$ cat config.mk
export PLATFORM = sky130hd
export DESIGN_NAME = axis_sync_fifo
export DESIGN_NICKNAME = d
export VERILOG_FILES = /design/src/rtl/axis_sync_fifo_ram.sv /design/src/rtl/axis_sync_fifo.sv
export SDC_FILE = /design/constraint.sdc
export NUM_CORES = 1
export LEC_CHECK = 0
export ABC_AREA = 1
export CAP_MARGIN = 40
export CORE_UTILIZATION = 55
export CTS_BUF_LIST = sky130_fd_sc_hd__clkbuf_2
export CTS_CLUSTER_DIAMETER = 120
export DETAILED_ROUTE_END_ITERATION = 10
export PLACE_DENSITY = 0.79
export SETUP_SLACK_MARGIN = 0.1
export SYNTH_ARGS = -nofsm -noshare
export SYNTH_HDL_FRONTEND = slang
export SYNTH_HIERARCHICAL = 1
export SYNTH_SLANG_ARGS = --single-unit
$ cat constraint.sdc
create_clock -name clk_i -period 6.9 [get_ports clk_i]
set_input_delay 0.69 -clock clk_i [delete_from_list [all_inputs] [get_ports clk_i]]
set_output_delay 0.69 -clock clk_i [all_outputs]
set_load 0.005 [all_outputs]
$ cat src/rtl/axis_sync_fifo_ram.sv
// Storage for axis_sync_fifo: one synchronous write port, one asynchronous read port.
// Contents are never reset; the owner gates the read data when the entries are stale.
module axis_sync_fifo_ram #(
  parameter int DATA_WIDTH = 32,
  parameter int FIFO_LEN   = 16
) (
  input  logic                        i_clk,
  input  logic                        i_wr_en,
  input  logic [$clog2(FIFO_LEN)-1:0] i_wr_addr,
  input  logic [DATA_WIDTH-1:0]       i_wr_dat,
  input  logic [$clog2(FIFO_LEN)-1:0] i_rd_addr,
  output logic [DATA_WIDTH-1:0]       o_rd_dat
);

  logic [DATA_WIDTH-1:0] r_mem [FIFO_LEN];

  always_ff @(posedge i_clk) begin
    if (i_wr_en) begin
      r_mem[i_wr_addr] <= i_wr_dat;
    end
  end

  assign o_rd_dat = r_mem[i_rd_addr];

endmodule

$ cat src/rtl/axis_sync_fifo.sv
// First-word-fall-through AXI-Stream FIFO, one cycle input to output; tready/tvalid come only from registered pointers.
// Optional sticky overflow_o (write attempted while full) under AXIS_SYNC_FIFO_OVERFLOW_EN.
module axis_sync_fifo #(
  parameter int DATA_WIDTH = 32,
  parameter int FIFO_LEN   = 16
) (
  input  logic                        clk_i,
  input  logic                        reset_i,
  input  logic [DATA_WIDTH-1:0]       s_axis_in_tdata,
  input  logic                        s_axis_in_tvalid,
  output logic                        s_axis_in_tready,
  output logic [DATA_WIDTH-1:0]       m_axis_out_tdata,
  output logic                        m_axis_out_tvalid,
  input  logic                        m_axis_out_tready,
  output logic [$clog2(FIFO_LEN):0]   level_o,
  output logic                        empty_o,
`ifdef AXIS_SYNC_FIFO_OVERFLOW_EN
  output logic                        full_o,
  output logic                        overflow_o
`else
  output logic                        full_o
`endif
);

  localparam int AW = $clog2(FIFO_LEN);
  localparam int PW = AW + 1;

  if (FIFO_LEN < 2 || (FIFO_LEN & (FIFO_LEN - 1)) != 0) begin : g_bad_len
    $error("axis_sync_fifo: FIFO_LEN must be a power of two and at least 2");
  end

  logic [PW-1:0]         r_wr_ptr;
  logic [PW-1:0]         r_rd_ptr;
  logic [PW-1:0]         r_level;
  logic                  w_empty;
  logic                  w_full;
  logic                  w_wr;
  logic                  w_rd;
  logic [DATA_WIDTH-1:0] w_rd_dat;

  // Extra pointer MSB separates a full lap from an empty FIFO.
  assign w_empty = (r_wr_ptr == r_rd_ptr);
  assign w_full  = (r_wr_ptr[AW-1:0] == r_rd_ptr[AW-1:0]) && (r_wr_ptr[AW] != r_rd_ptr[AW]);
  assign w_wr    = s_axis_in_tvalid && !w_full;
  assign w_rd    = m_axis_out_tready && !w_empty;

  always_ff @(posedge clk_i or posedge reset_i) begin
    if (reset_i) begin
      r_wr_ptr <= '0;
      r_rd_ptr <= '0;
      r_level  <= '0;
    end else begin
      if (w_wr) r_wr_ptr <= r_wr_ptr + PW'(1);
      if (w_rd) r_rd_ptr <= r_rd_ptr + PW'(1);
      case ({w_wr, w_rd})
        2'b10:   r_level <= r_level + PW'(1);
        2'b01:   r_level <= r_level - PW'(1);
        default: r_level <= r_level;
      endcase
    end
  end

  axis_sync_fifo_ram #(
    .DATA_WIDTH(DATA_WIDTH),
    .FIFO_LEN  (FIFO_LEN)
  ) u_ram (
    .i_clk    (clk_i),
    .i_wr_en  (w_wr),
    .i_wr_addr(r_wr_ptr[AW-1:0]),
    .i_wr_dat (s_axis_in_tdata),
    .i_rd_addr(r_rd_ptr[AW-1:0]),
    .o_rd_dat (w_rd_dat)
  );

  // Array is unreset, so stale or X contents must not leak out while empty.
  assign m_axis_out_tdata  = w_empty ? '0 : w_rd_dat;
  assign m_axis_out_tvalid = !w_empty;
  assign s_axis_in_tready  = !w_full;
  assign level_o           = r_level;
  assign empty_o           = w_empty;
  assign full_o            = w_full;

`ifdef AXIS_SYNC_FIFO_OVERFLOW_EN
  logic r_overflow;

  always_ff @(posedge clk_i or posedge reset_i) begin
    if (reset_i) begin
      r_overflow <= 1'b0;
    end else if (s_axis_in_tvalid && w_full) begin
      r_overflow <= 1'b1;
    end
  end

  assign overflow_o = r_overflow;
`endif

endmodule

# == Word level (Yosys, flattened, before mapping) ==
# Memory sizes are Yosys's and may differ from the RTL's.
# Index checks and enable logic that the tools add are counted.
# op_classes
n_reduce_logical,6
n_mux,4
addsub,4
eq_ne,5
# op_table
op,count
$mux W32,1
$add A5 B1 Y5 const B,3
$pmux W5 S2,1
$eq A5 B5 Y1,1
$sub A5 B1 Y5 const B,1
$eq A4 B4 Y1,1
$logic_and A1 B1 Y1,3
$eq A2 B1 Y1 const B,1
$eq A2 B2 Y1 const B,1
$logic_not A1 Y1,2
$mux W1,2
$reduce_bool A2 Y1,1
$ne A1 B1 Y1,1
# word_totals
elab_cells,23
out_inout_bits,41
ram_bits,512
reg_bits,15
in_bits,36
memories,1
# mem_list
memory,words,word_bits,read_ports,rd_ports_with_merged_regs,write_ports,line,text
u_ram.r_mem,16,32,1,0,1,axis_sync_fifo_ram.sv:15,logic [DATA_WIDTH-1:0] r_mem [FIFO_LEN];

# == Longest topological paths before layout ==
# depth
ltp_word,6
ltp_mapped,16
depth_no_buf,15

# == Cells and area by module ==
# The synthesis kept the hierarchy.
# by_module_without_submodules
mod,area_per_inst_um2,instances,cells_each,seq_area_each_um2
axis_sync_fifo_ram,22089.9,1,2088,15374.7
axis_sync_fifo,1208.7,1,189,375.4

# == Worst setup path after synthesis ==
# Ideal clock, no wire load.
# synth_timing
path_kind,register -> register
from,register r_wr_ptr[4]
to,"memory u_ram.r_mem[12][0], enable pin"
setup_ns,0.421
t_arrival_ns,2.556
slack_ns,3.923
stages_incl_launch_ff,8
period_less_slack_ns,2.977
required_ns,6.479
path_buffers,0
cell_sequence,dfrtp_1 > xnor2_1 > inv_1 > nand3_2 > nand2_2 > inv_1 > nand3_1 > nor2_1
# synth_via
elab_chain_cells,6
# synth_rtl
item,line,text
start: declaration,axis_sync_fifo.sv:32,logic [PW-1:0] r_wr_ptr;
start signal: assignment,axis_sync_fifo.sv:53,if (w_wr) r_wr_ptr <= r_wr_ptr + PW'(1);
$ne A1 B1 Y1,axis_sync_fifo.sv:43,assign w_full = (r_wr_ptr[AW-1:0] == r_rd_ptr[AW-1:0]) && (r_wr_ptr[AW] != r_rd_ptr[AW]);
$logic_and A1 B1 Y1,axis_sync_fifo.sv:43,
$logic_not A1 Y1,-,
via s_axis_in_tready,axis_sync_fifo.sv:11,"output logic s_axis_in_tready,"
$logic_and A1 B1 Y1,axis_sync_fifo.sv:44,assign w_wr = s_axis_in_tvalid && !w_full;
via w_wr,axis_sync_fifo.sv:37,logic w_wr;
$mux W1,axis_sync_fifo_ram.sv:18,if (i_wr_en) begin
$mux W1 (not written as such),axis_sync_fifo_ram.sv:19,r_mem[i_wr_addr] <= i_wr_dat;
end: declaration,axis_sync_fifo_ram.sv:15,
# The timed path passes the listed nets, and every way through them passes these cells.

# == Worst setup path after layout ==
# layout_timing
from,register r_rd_ptr[0]
to,output m_axis_out_tdata[5]
# layout_via
elab_chain_cells,2
elab_cells_between_ends,3
classes_between,eq/ne (1); mux (1); memory (1)
# layout_rtl
item,line,text
start: declaration,axis_sync_fifo.sv:33,logic [PW-1:0] r_rd_ptr;
start signal: assignment,axis_sync_fifo.sv:54,if (w_rd) r_rd_ptr <= r_rd_ptr + PW'(1);
$mem_v2 Z16 W32,-,
via w_rd_dat[5],axis_sync_fifo.sv:39,logic [DATA_WIDTH-1:0] w_rd_dat;
$mux W32,axis_sync_fifo.sv:76,assign m_axis_out_tdata = w_empty ? '0 : w_rd_dat;
end: declaration,axis_sync_fifo.sv:12,"output logic [DATA_WIDTH-1:0] m_axis_out_tdata,"
# The timed path passes the listed nets, and every way through them passes these cells.

==> impl_metrics.toml <==
[routing]
dr.pass1.iters = 5
drt_iter0_drc = 1778
wl_per_cell_um = 18.0
wl_um = 54800
vias = 16237
wl_met1_um = 20700
ant_nets = 0
via_per_inst = 5.35
wl_met2_um = 26800
top_layer = "met5"
wl_met3_um = 5770
drcViolationCount = 0

[global_route]
grt-ovfl-total = 0
grt_pass1_wl_um = 84800
grt.total_usage = 0.256
antenna_found_initial = 4
grt_start_max_net_pins = 116
grt_pass1_vias = 15876

[placement]
place_area_um2 = 24500
place_congestion = 0.793
hpwlAfterDp_um = 28800
portBuffers = 76
dp_slack_ns = 2.82

[hold_path]
hold_path.class = "primary input to flop"

[worst_setup_path]
crit_type = "flop to primary output"
path_max_fanout = 115
cp.required_ns = 6.21
arrival_ns = 4.52
crit_path_start_kind = "flop"
worstSetupEndpointType = "primary output"

[clock_tree]
worstSkewPairLatency_ns = 1.08
cts_inserted_buffers = 119
clockBufferDepth = 3
cts_tree = "done"
cts.sinks = 527
cts_root_buffer = "clkbuf_2"
cts.reportedPaths.clkPinSlew_ns = 0.10
post_cts_resized = 0
htreeDepth = 3
hold_buffers = 1
post_cts_buffers = 0

[final_layout]
area_growth_pct = 9.90
utilization = 0.612
final_area_um2 = 25600
layout-drive-gt1-share = 0.101
nets = 2442

[power]
combinationalPowerShare = 0.395
power.internal_w = 0.00604
p_sw_w = 0.00396
power_frac_clock = 0.195
ir_worst_vdd_uv = 322
p_per_area_nw_per_um2 = 390
netSwitchingFraction = 0.396
p_seq_frac = 0.410
power_leakage_nw = 11.4

[logic_synthesis]
synth_edf_count = 512
postSynthCellCount = 2277
synth.distinct_cells = 25
yosysWarnings = 6
ys_seq_area_frac = 0.676
synth_ff_type = "edfxtp_1"
synth_area_um2 = 23300
postSynthAreaPerCell_um2 = 10.2
syn_nets = 2320
async_flop_share = 0.0285
ys_ff_latch = 527

[status]
run_status = "complete, no violations"

[sta]
fin_crit_sh = 0.755
report.final.slew_viol_count = 0
setup_viol = 0
worst_slack_ns = 1.69
finClkSkew_ns = 0.0762
post-route-min-period_ns = 5.21
fmax_ghz = 0.192
worst_pin_slew_ns = 0.909
slew_headroom = 0.394
fin_tns_setup_ns = 0
rsz0062_at_grt = "false"
report.final.hold_viol_count = 0
holdWs_ns = 0.351

[die]
core_area_um2 = 41900
die-area_um2 = 43200
num_rows = 75
start_util = 0.557
die_h_um = 208
boundaryPins = 77
fp.dieW_um = 208

[run]
max_cap_violations = 0
[synth_stat cells (2+ instances only)]
master	n	share of area
xor2_1	5	0.0019
ha_1	6	0.0032
inv_1	434	0.070
o21ai_0	2	0.00043
clkbuf_1	14	0.0023
nor2_1	23	0.0037
nand3_1	401	0.086
buf_4	6	0.0019
buf_2	44	0.0095
nand2_1	752	0.12
a21oi_1	2	0.00043
buf_1	14	0.0023
nand3_2	2	0.00086
dfrtp_1	15	0.016
inv_2	2	0.00032
xnor2_1	5	0.0019
buf_6	30	0.014
edfxtp_1	512	0.66
nand3b_1	2	0.00064
[power groups by stage]
| stage | sequential (W) | clock [W] | combinational [W] |
|---|---|---|---|
| after global routing | 0.00413 | 0.00213 | 0.00434 |
| after floorplan | 0.00400 | 0 | 0.00264 |
| after global placement | 0.00419 | 0 | 0.00368 |
| after detailed placement | 0.00417 | 0 | 0.00389 |
| after CTS | 0.00410 | 0.00199 | 0.00392 |
| final | 0.00410 | 0.00195 | 0.00394 |
[routing by layer]
metal,vias to the layer above,track usage
met2,904,0.423
li1,7615,-
met3,135,0.0564
met1,7579,0.329
met4,4,0.102
met5,-,0
[stage by stage]
| step | cells | total power, W |
|---|---|---|
| detailed placement | 2816 | 0.00806 |
| CTS | 3035 | 0.0100 |
| global placement | 2811 | 0.00787 |
| global route | 3037 | 0.0106 |
| floorplan | 2277 | 0.00665 |
| finish | 3037 | 0.00999 |
[placed cells by master (no fill, tap or decap), types with 4 or more instances in the layout]
master	Yosys	final
nor2_4	0	16
inv_1	434	433
clkinv_2	0	9
nor2_1	23	7
dfrtp_1	15	11
ha_1	6	6
nand3_1	401	401
nand2_1	752	752
clkinv_1	0	28
xor2_1	5	5
edfxtp_1	512	512
buf_16	0	4
clkdlybuf4s50_1	0	76
clkbuf_2	0	175
buf_4	6	28
xnor2_1	5	5
inv_2	2	4
[path summary, 6_finish.rpt]
| check | startpoint | endpoint | slack (ns) | cells past startpoint |
|---|---|---|---|---|
| max in group asynchronous | reset_i | r_rd_ptr[0] | 5.91 | 3 |
| min reg2reg | r_rd_ptr[4] | r_rd_ptr[4] | 0.54 | 2 |
| min | s_axis_in_tvalid | r_wr_ptr[4] | 0.35 | 3 |
| max reg2reg | r_rd_ptr[0] | level_o[4] | 3.14 | 16 |
| min in group asynchronous | reset_i | r_rd_ptr[4] | 0.53 | 3 |
| max | r_rd_ptr[0] | m_axis_out_tdata[5] | 1.69 | 11 |
[cell families (layout without fill, tap and decap cells)]
family                     after synthesis  in the layout  synth area share
and+or+nand+nor                       1183           1183             0.214
other                                    0              2                 0
AOI/OAI and AO/OA                        4              4          0.000859
buffers and inverters                  546            765             0.102
xor gates and xnor gates                10             10           0.00376
adders and majority gates                7              7           0.00408
DFF                                    527            527             0.676
[flip-flops by register name, summed over array words and instances, names as in the netlist]
register,flops
u_ram/r_mem,512
level_o,5
r_rd_ptr,5
r_wr_ptr,5
[area by class of cell]
type                            instances  area [um2]
Fill cell                            3229       16200
Inverter                              437        1650
Timing Repair Buffer                  110        1110
Antenna cell                            2        5.00
Multi-Input combinational cell       1204        5300
Clock inverter                         43         233
Tap cell                              539         674
Clock buffer                          175         876
Sequential cell                       527       15800
[worst max-delay path, stage by stage, from the launching register on]
cell and delay [ns]:
dfrtp_4 0.79, inv_6 0.76, buf_4 0.65, nand2_1 0.11
nand2_1 0.09, nand2_1 0.05, nand3_1 0.08, nand3_1 0.08
nand2_1 0.11, nand2_1 0.10, inv_1 0.09, clkdlybuf4s50_1 0.50
(Power assumes the default switching activity.)
